## src/rtl/somador_pkg.sv

```systemverilog
// somador_pkg: mode encodings, FSM states and saturation helper shared by the serial adder
package somador_pkg;

  localparam logic MODE_ADD = 1'b0;
  localparam logic MODE_SUB = 1'b1;

  typedef enum logic [1:0] {IDLE, RUN, HOLD} state_e;

  // Signed saturation limit for a w-bit result (w <= 64): most negative when neg, else most positive
  function automatic logic [63:0] sat_value(input int w, input logic neg);
    logic [63:0] m;
    m = 64'd1 << (w - 1);
    return neg ? m : m - 64'd1;
  endfunction

endpackage

```

## src/rtl/somador_digit.sv

```systemverilog
// somador_digit: combinational DIGIT-bit adder slice, also exposing the carry into its top bit
module somador_digit #(
  parameter int DIGIT = 4
) (
  input  logic [DIGIT-1:0] x,
  input  logic [DIGIT-1:0] y,
  input  logic             cin,
  output logic [DIGIT-1:0] sum,
  output logic             cout,
  output logic             c_top
);

  logic [DIGIT:0] t;

  assign t     = {1'b0, x} + {1'b0, y} + {{DIGIT{1'b0}}, cin};
  assign sum   = t[DIGIT-1:0];
  assign cout  = t[DIGIT];
  // sum bit = x ^ y ^ carry-in, so the carry into the top bit falls out of the sum
  assign c_top = x[DIGIT-1] ^ y[DIGIT-1] ^ sum[DIGIT-1];

endmodule

```

## src/rtl/somador_serial.sv

```systemverilog
// somador_serial: digit-serial add/subtract with valid/ready handshakes; SOMADOR_SERIAL_SAT_EN enables signed saturation
module somador_serial
  import somador_pkg::*;
#(
  parameter int WIDTH = 16,
  parameter int DIGIT = 4
) (
  input  logic             clk,
  input  logic             rst_n,
  input  logic             in_valid,
  output logic             in_ready,
  input  logic [WIDTH-1:0] a,
  input  logic [WIDTH-1:0] b,
  input  logic             ci,
  input  logic             mode,
  output logic             out_valid,
  input  logic             out_ready,
  output logic [WIDTH-1:0] s,
  output logic             co,
  output logic             v
);

  localparam int NDIG = WIDTH / DIGIT;
  localparam int CW   = NDIG > 1 ? $clog2(NDIG) : 1;

  state_e           state_q, state_d;
  logic [WIDTH-1:0] a_q, a_d, b_q, b_d, r_q, r_d, s_q, s_d;
  logic [CW-1:0]    cnt_q, cnt_d;
  logic             carry_q, carry_d, mode_q, mode_d, co_q, co_d, v_q, v_d;
  logic [DIGIT-1:0] sum;
  logic             cout, ctop, ovf;

  somador_digit #(.DIGIT(DIGIT)) u_digit (
    .x     (a_q[DIGIT-1:0]),
    .y     (b_q[DIGIT-1:0]),
    .cin   (carry_q),
    .sum   (sum),
    .cout  (cout),
    .c_top (ctop)
  );

  // Signed overflow: carry into the MSB differs from carry out of it
  assign ovf = cout ^ ctop;
  assign s   = s_q;
  assign co  = co_q;
  assign v   = v_q;

  // Next state: capture operands in IDLE, consume one digit per RUN cycle, publish result into HOLD
  always_comb begin
    state_d   = state_q;
    a_d       = a_q;
    b_d       = b_q;
    r_d       = r_q;
    s_d       = s_q;
    cnt_d     = cnt_q;
    carry_d   = carry_q;
    mode_d    = mode_q;
    co_d      = co_q;
    v_d       = v_q;
    in_ready  = state_q == IDLE;
    out_valid = state_q == HOLD;
    if (state_q == IDLE && in_valid) begin
      state_d = RUN;
      a_d     = a;
      b_d     = mode == MODE_SUB ? ~b : b;
      carry_d = mode == MODE_SUB ? ~ci : ci;
      mode_d  = mode;
      cnt_d   = '0;
    end else if (state_q == RUN) begin
      a_d     = a_q >> DIGIT;
      b_d     = b_q >> DIGIT;
      r_d     = WIDTH'({sum, r_q} >> DIGIT);
      carry_d = cout;
      cnt_d   = cnt_q + CW'(1);
      if (cnt_q == CW'(NDIG - 1)) begin
        state_d = HOLD;
        s_d     = r_d;
        co_d    = mode_q == MODE_SUB ? ~cout : cout;
        v_d     = ovf;
`ifdef SOMADOR_SERIAL_SAT_EN
        // On the last digit a_q[DIGIT-1] is still the original sign bit of a
        if (ovf) s_d = WIDTH'(sat_value(WIDTH, a_q[DIGIT-1]));
`endif
      end
    end else if (state_q == HOLD && out_ready) begin
      state_d = IDLE;
    end
  end

  // State and datapath registers; reset discards any operation in flight
  always_ff @(posedge clk or negedge rst_n) begin
    if (!rst_n) begin
      state_q <= IDLE;
      a_q     <= '0;
      b_q     <= '0;
      r_q     <= '0;
      s_q     <= '0;
      cnt_q   <= '0;
      carry_q <= 1'b0;
      mode_q  <= 1'b0;
      co_q    <= 1'b0;
      v_q     <= 1'b0;
    end else begin
      state_q <= state_d;
      a_q     <= a_d;
      b_q     <= b_d;
      r_q     <= r_d;
      s_q     <= s_d;
      cnt_q   <= cnt_d;
      carry_q <= carry_d;
      mode_q  <= mode_d;
      co_q    <= co_d;
      v_q     <= v_d;
    end
  end

endmodule

```

## config.mk

```make
export PLATFORM = sky130hd
export DESIGN_NAME = somador_serial
export DESIGN_NICKNAME = d
export VERILOG_FILES = /design/src/rtl/somador_pkg.sv /design/src/rtl/somador_digit.sv /design/src/rtl/somador_serial.sv
export SDC_FILE = /design/constraint.sdc
export NUM_CORES = 1
export LEC_CHECK = 0
export CAP_MARGIN = 20
export CORE_MARGIN = 2
export CORE_UTILIZATION = 56
export CTS_CLUSTER_SIZE = 16
export DETAILED_ROUTE_END_ITERATION = 7
export GPL_TIMING_DRIVEN = 0
export PLACE_DENSITY = 0.85
export SYNTH_ARGS = -nofsm -noshare
export SYNTH_HDL_FRONTEND = slang
export SYNTH_SLANG_ARGS = --single-unit
```

## constraint.sdc

```tcl
create_clock -name clk -period 5 [get_ports clk]
set_input_delay 1.5 -clock clk [delete_from_list [all_inputs] [get_ports clk]]
set_output_delay 1.5 -clock clk [all_outputs]
set_load 0.1 [all_outputs]
```

==> impl_metrics.json <==
{
  "vdd_ir_drop_max_mv": 0.4333,
  "place.gp.congestion": 0.7472,
  "yosys.cell_types.count": 27,
  "clock_power_share": 0.155,
  "grt_setup_unrepaired": "false",
  "gate_count_of_the_mapped_netlist": 281,
  "p_per_area_nw_per_um2": 647.1,
  "die_x_um": 77.96,
  "path_class": "flip-flop to primary output",
  "timing.setup.tns_ps": 0,
  "register_area_um2": 1702,
  "postSynthRegisterBits": 68,
  "grt.overflow.total": 0,
  "synth_fp_nets": 325,
  "synth_sequential_area_ratio": 0.5556,
  "critical_path.cell_chain": "inv_2 -> nor2_1 -> clkdlybuf4s50_1",
  "grt_start_max_net_pins": 69,
  "cts_tree": "built",
  "first_global_vias": 2204,
  "dpl.hpwl_mm": 4.216,
  "route.detailed.wl_per_inst_um": 13.61,
  "clk_root_buf": "sky130_fd_sc_hd__clkbuf_8",
  "rr_startpoint": "b_q[0]",
  "wire_length_of_the_first_global_routing_pass_mm": 10.19,
  "rrSetupSlack_ps": 2920,
  "critPathCaptureType": "primary output",
  "postRouteAntennaNets": 0,
  "multi_input_area_um2": 1221,
  "syn-cell-area_um2": 3063,
  "insertion_delay_ps": 340,
  "crit_required_ps": 3500,
  "fillers": 388,
  "finalWorstPathRequiredPeriod_ps": 3641,
  "min_period_over_period": 0.7282,
  "yosys_warnings": 0,
  "seq_power_share": 0.361,
  "run_status": "finished, final reports clean",
  "worstHoldPathCells": 2,
  "area_growth_pct": 26.59,
  "cts_htree_levels": 3,
  "io_pins": 58,
  "clk_pin_slew_worst_paths_ps": 60,
  "clock_skew_ps": 8.429,
  "hold_end": "r_q[4]",
  "postSynthAreaPerCell_um2": 10.90,
  "max_freq_ghz": 0.2747,
  "total_switching_power_mw": 1.134,
  "cts_hold_buf": 0,
  "slew_viol_final": 0,
  "nNetsFinal": 392,
  "critical_path_peak_fanout": 5,
  "tightest_slew_ps": 990.3,
  "setup_viol": 0,
  "critical-path-slowest-cell": "sky130_fd_sc_hd__clkdlybuf4s50_1",
  "maxCapViolCount": 0,
  "numClockSinks": 68,
  "diodes": 0,
  "detailroute.via_count": 2219,
  "grt_util_all_layers": 0.2143,
  "drt-initial-drc-count": 150,
  "hp-start": "r_q[4]",
  "first_pass_iters": 4,
  "cts.path.max_buffers": 2,
  "cp_num_buf_inv": 2,
  "reg2reg_to": "co",
  "combinational_fraction_of_design_power": 0.485,
  "post_cts_buffers": 0,
  "timing.hold.worst.class": "flip-flop to flip-flop",
  "routed_wl_mm": 5.744,
  "fp.coreArea_um2": 5205,
  "ff2ff_path_depth": 7,
  "die-height_um": 77.96,
  "die_area_um2": 6077,
  "critical-path-max-stage-delay_ps": 1130,
  "detail_route.vias_per_cell": 5.258,
  "cts_repair_resize_count": 0,
  "switching_share": 0.4519,
  "port_buffers": 56,
  "initial_utilization": 0.5885,
  "drt_drc_violations_left": 0,
  "fp-row-count": 26,
  "leakagePower_nw": 1.849,
  "hold_viol_final": 0,
  "fraction_of_final_layout_cells_sized_beyond_drive_strength_1": 0.1278,
  "cts_inserted_buffers": 9,
  "number_of_antenna_violations_at_the_first_check_in_global_routing": 0,
  "slew_headroom": 0.3377,
  "cp.arrival_ps": 2140,
  "cell_internal_pwr_mw": 1.375,
  "critPathTopFamily": "buffers and inverters",
  "worst_setup_path_start_kind": "flip-flop",
  "design_power_total_mw": 2.509
}
-- tightest hold or removal path, stage by stage, from the launching register on --
cell and delay [ps]:
sky130_fd_sc_hd__dfrtp_1 340, sky130_fd_sc_hd__nand2_1 50, sky130_fd_sc_hd__nand2_1 60
-- cells in the mapped netlist (all sizes together) --
library cell,n,area (µm²)
nand3,9,45.04
nor3b,1,12.51
ha,4,50.05
nor3,2,10.01
dfrtp,68,1702
nand2b,1,6.260
inv,6,22.52
a21oi,4,20.02
fa,2,40.04
buf,17,117.6
nor2,18,70.07
nand3b,1,20.02
mux2,12,165.2
xor2,1,8.760
a22oi,10,75.07
nand2,71,269.0
xnor2,20,175.2
nor2b,1,13.76
a221o,15,150.1
o21ai,18,90.09
-- how the worst max path moves through the flow --
stage	slack (ps)	start	cells after the start	endpoint
finish	1360	state_q[1]	3	out_valid
global route	1270	state_q[1]	3	out_valid
CTS	1360	state_q[1]	3	out_valid
detailed placement	1720	state_q[1]	3	out_valid
global placement	270	rst_n	1	a_q[14]
floorplan	1710	state_q[1]	2	out_valid
-- state kept, by name, summed over array words and instances, names as in the netlist --
register  flops
a_q          16
b_q          16
s            16
r_q          12
cnt_q         2
state_q       2
carry_q       1
co            1
mode_q        1
v             1
-- layer usage --
layer / track usage / wire length [µm]
met5: 0 / 0
met1: 0.2903 / 2531
met2: 0.3500 / 2858
met3: 0.03953 / 258
met4: 0.07368 / 97
-- layout make-up --
cell class / count / share of cell area
plain buffers: 17 / 0.03033
clock buffers: 13 / 0.04098
clock inverters: 2 / 0.002581
inverters: 6 / 0.005808
multi-input cells: 190 / 0.3149
flip-flops and latches: 68 / 0.4389
well taps: 70 / 0.02259
repair buffers: 56 / 0.1439
-- power groups by stage --
stage	Sequential [mW]	Clock, mW	Combinational (mW)
after global placement	0.902	0	1.20
after global routing	0.935	0.426	1.32
after floorplan	1.28	0	0.548
final	0.905	0.388	1.22
after detailed placement	0.916	0	1.22
after CTS	0.906	0.395	1.23
-- stage by stage --
step	util	setup WS [ps]	std cells	area (µm²)	hold slack (ps)
after CTS	0.7450	1359	422	3877	482.4
after global routing	0.7450	1266	422	3877	496.0
after floorplan	-	1710	281	3063	438.6
after detailed placement	0.7125	1716	407	3709	465.4
after global placement	0.7130	272.8	407	3711	453.7
final	0.7450	1359	422	3877	479.6
-- cell usage in the layout (no fill, tap or decap), types with 2 or more instances in the layout --
master | Yosys | routed
sky130_fd_sc_hd__xnor2_1 | 20 | 20
sky130_fd_sc_hd__clkdlybuf4s50_1 | 0 | 55
sky130_fd_sc_hd__nor2_1 | 17 | 17
sky130_fd_sc_hd__nor3_1 | 2 | 2
sky130_fd_sc_hd__a22oi_1 | 10 | 10
sky130_fd_sc_hd__nand3_1 | 9 | 9
sky130_fd_sc_hd__ha_1 | 4 | 4
sky130_fd_sc_hd__fa_1 | 2 | 2
sky130_fd_sc_hd__nand2_1 | 70 | 70
sky130_fd_sc_hd__dfrtp_1 | 68 | 68
sky130_fd_sc_hd__inv_1 | 5 | 5
sky130_fd_sc_hd__buf_2 | 10 | 10
sky130_fd_sc_hd__clkinv_2 | 0 | 2
sky130_fd_sc_hd__buf_4 | 3 | 4
sky130_fd_sc_hd__a21oi_1 | 4 | 4
sky130_fd_sc_hd__clkbuf_1 | 0 | 2
sky130_fd_sc_hd__o21ai_0 | 10 | 10
sky130_fd_sc_hd__o21ai_1 | 8 | 8
sky130_fd_sc_hd__a221o_1 | 15 | 15
sky130_fd_sc_hd__mux2_4 | 8 | 8
sky130_fd_sc_hd__mux2_1 | 4 | 4
sky130_fd_sc_hd__buf_6 | 4 | 4
sky130_fd_sc_hd__clkbuf_8 | 0 | 11
-- kinds of logic after synthesis --
family	count (synthesis)	share of synthesized area
AOI/OAI and AO/OA	47	0.1095
adders and majority gates	6	0.02941
DFF	68	0.5556
and+or+nand+nor	104	0.1458
muxes	12	0.05392
buffers and inverters	23	0.04575
xor gates and xnor gates	21	0.06005
(Power assumes the default switching activity.)
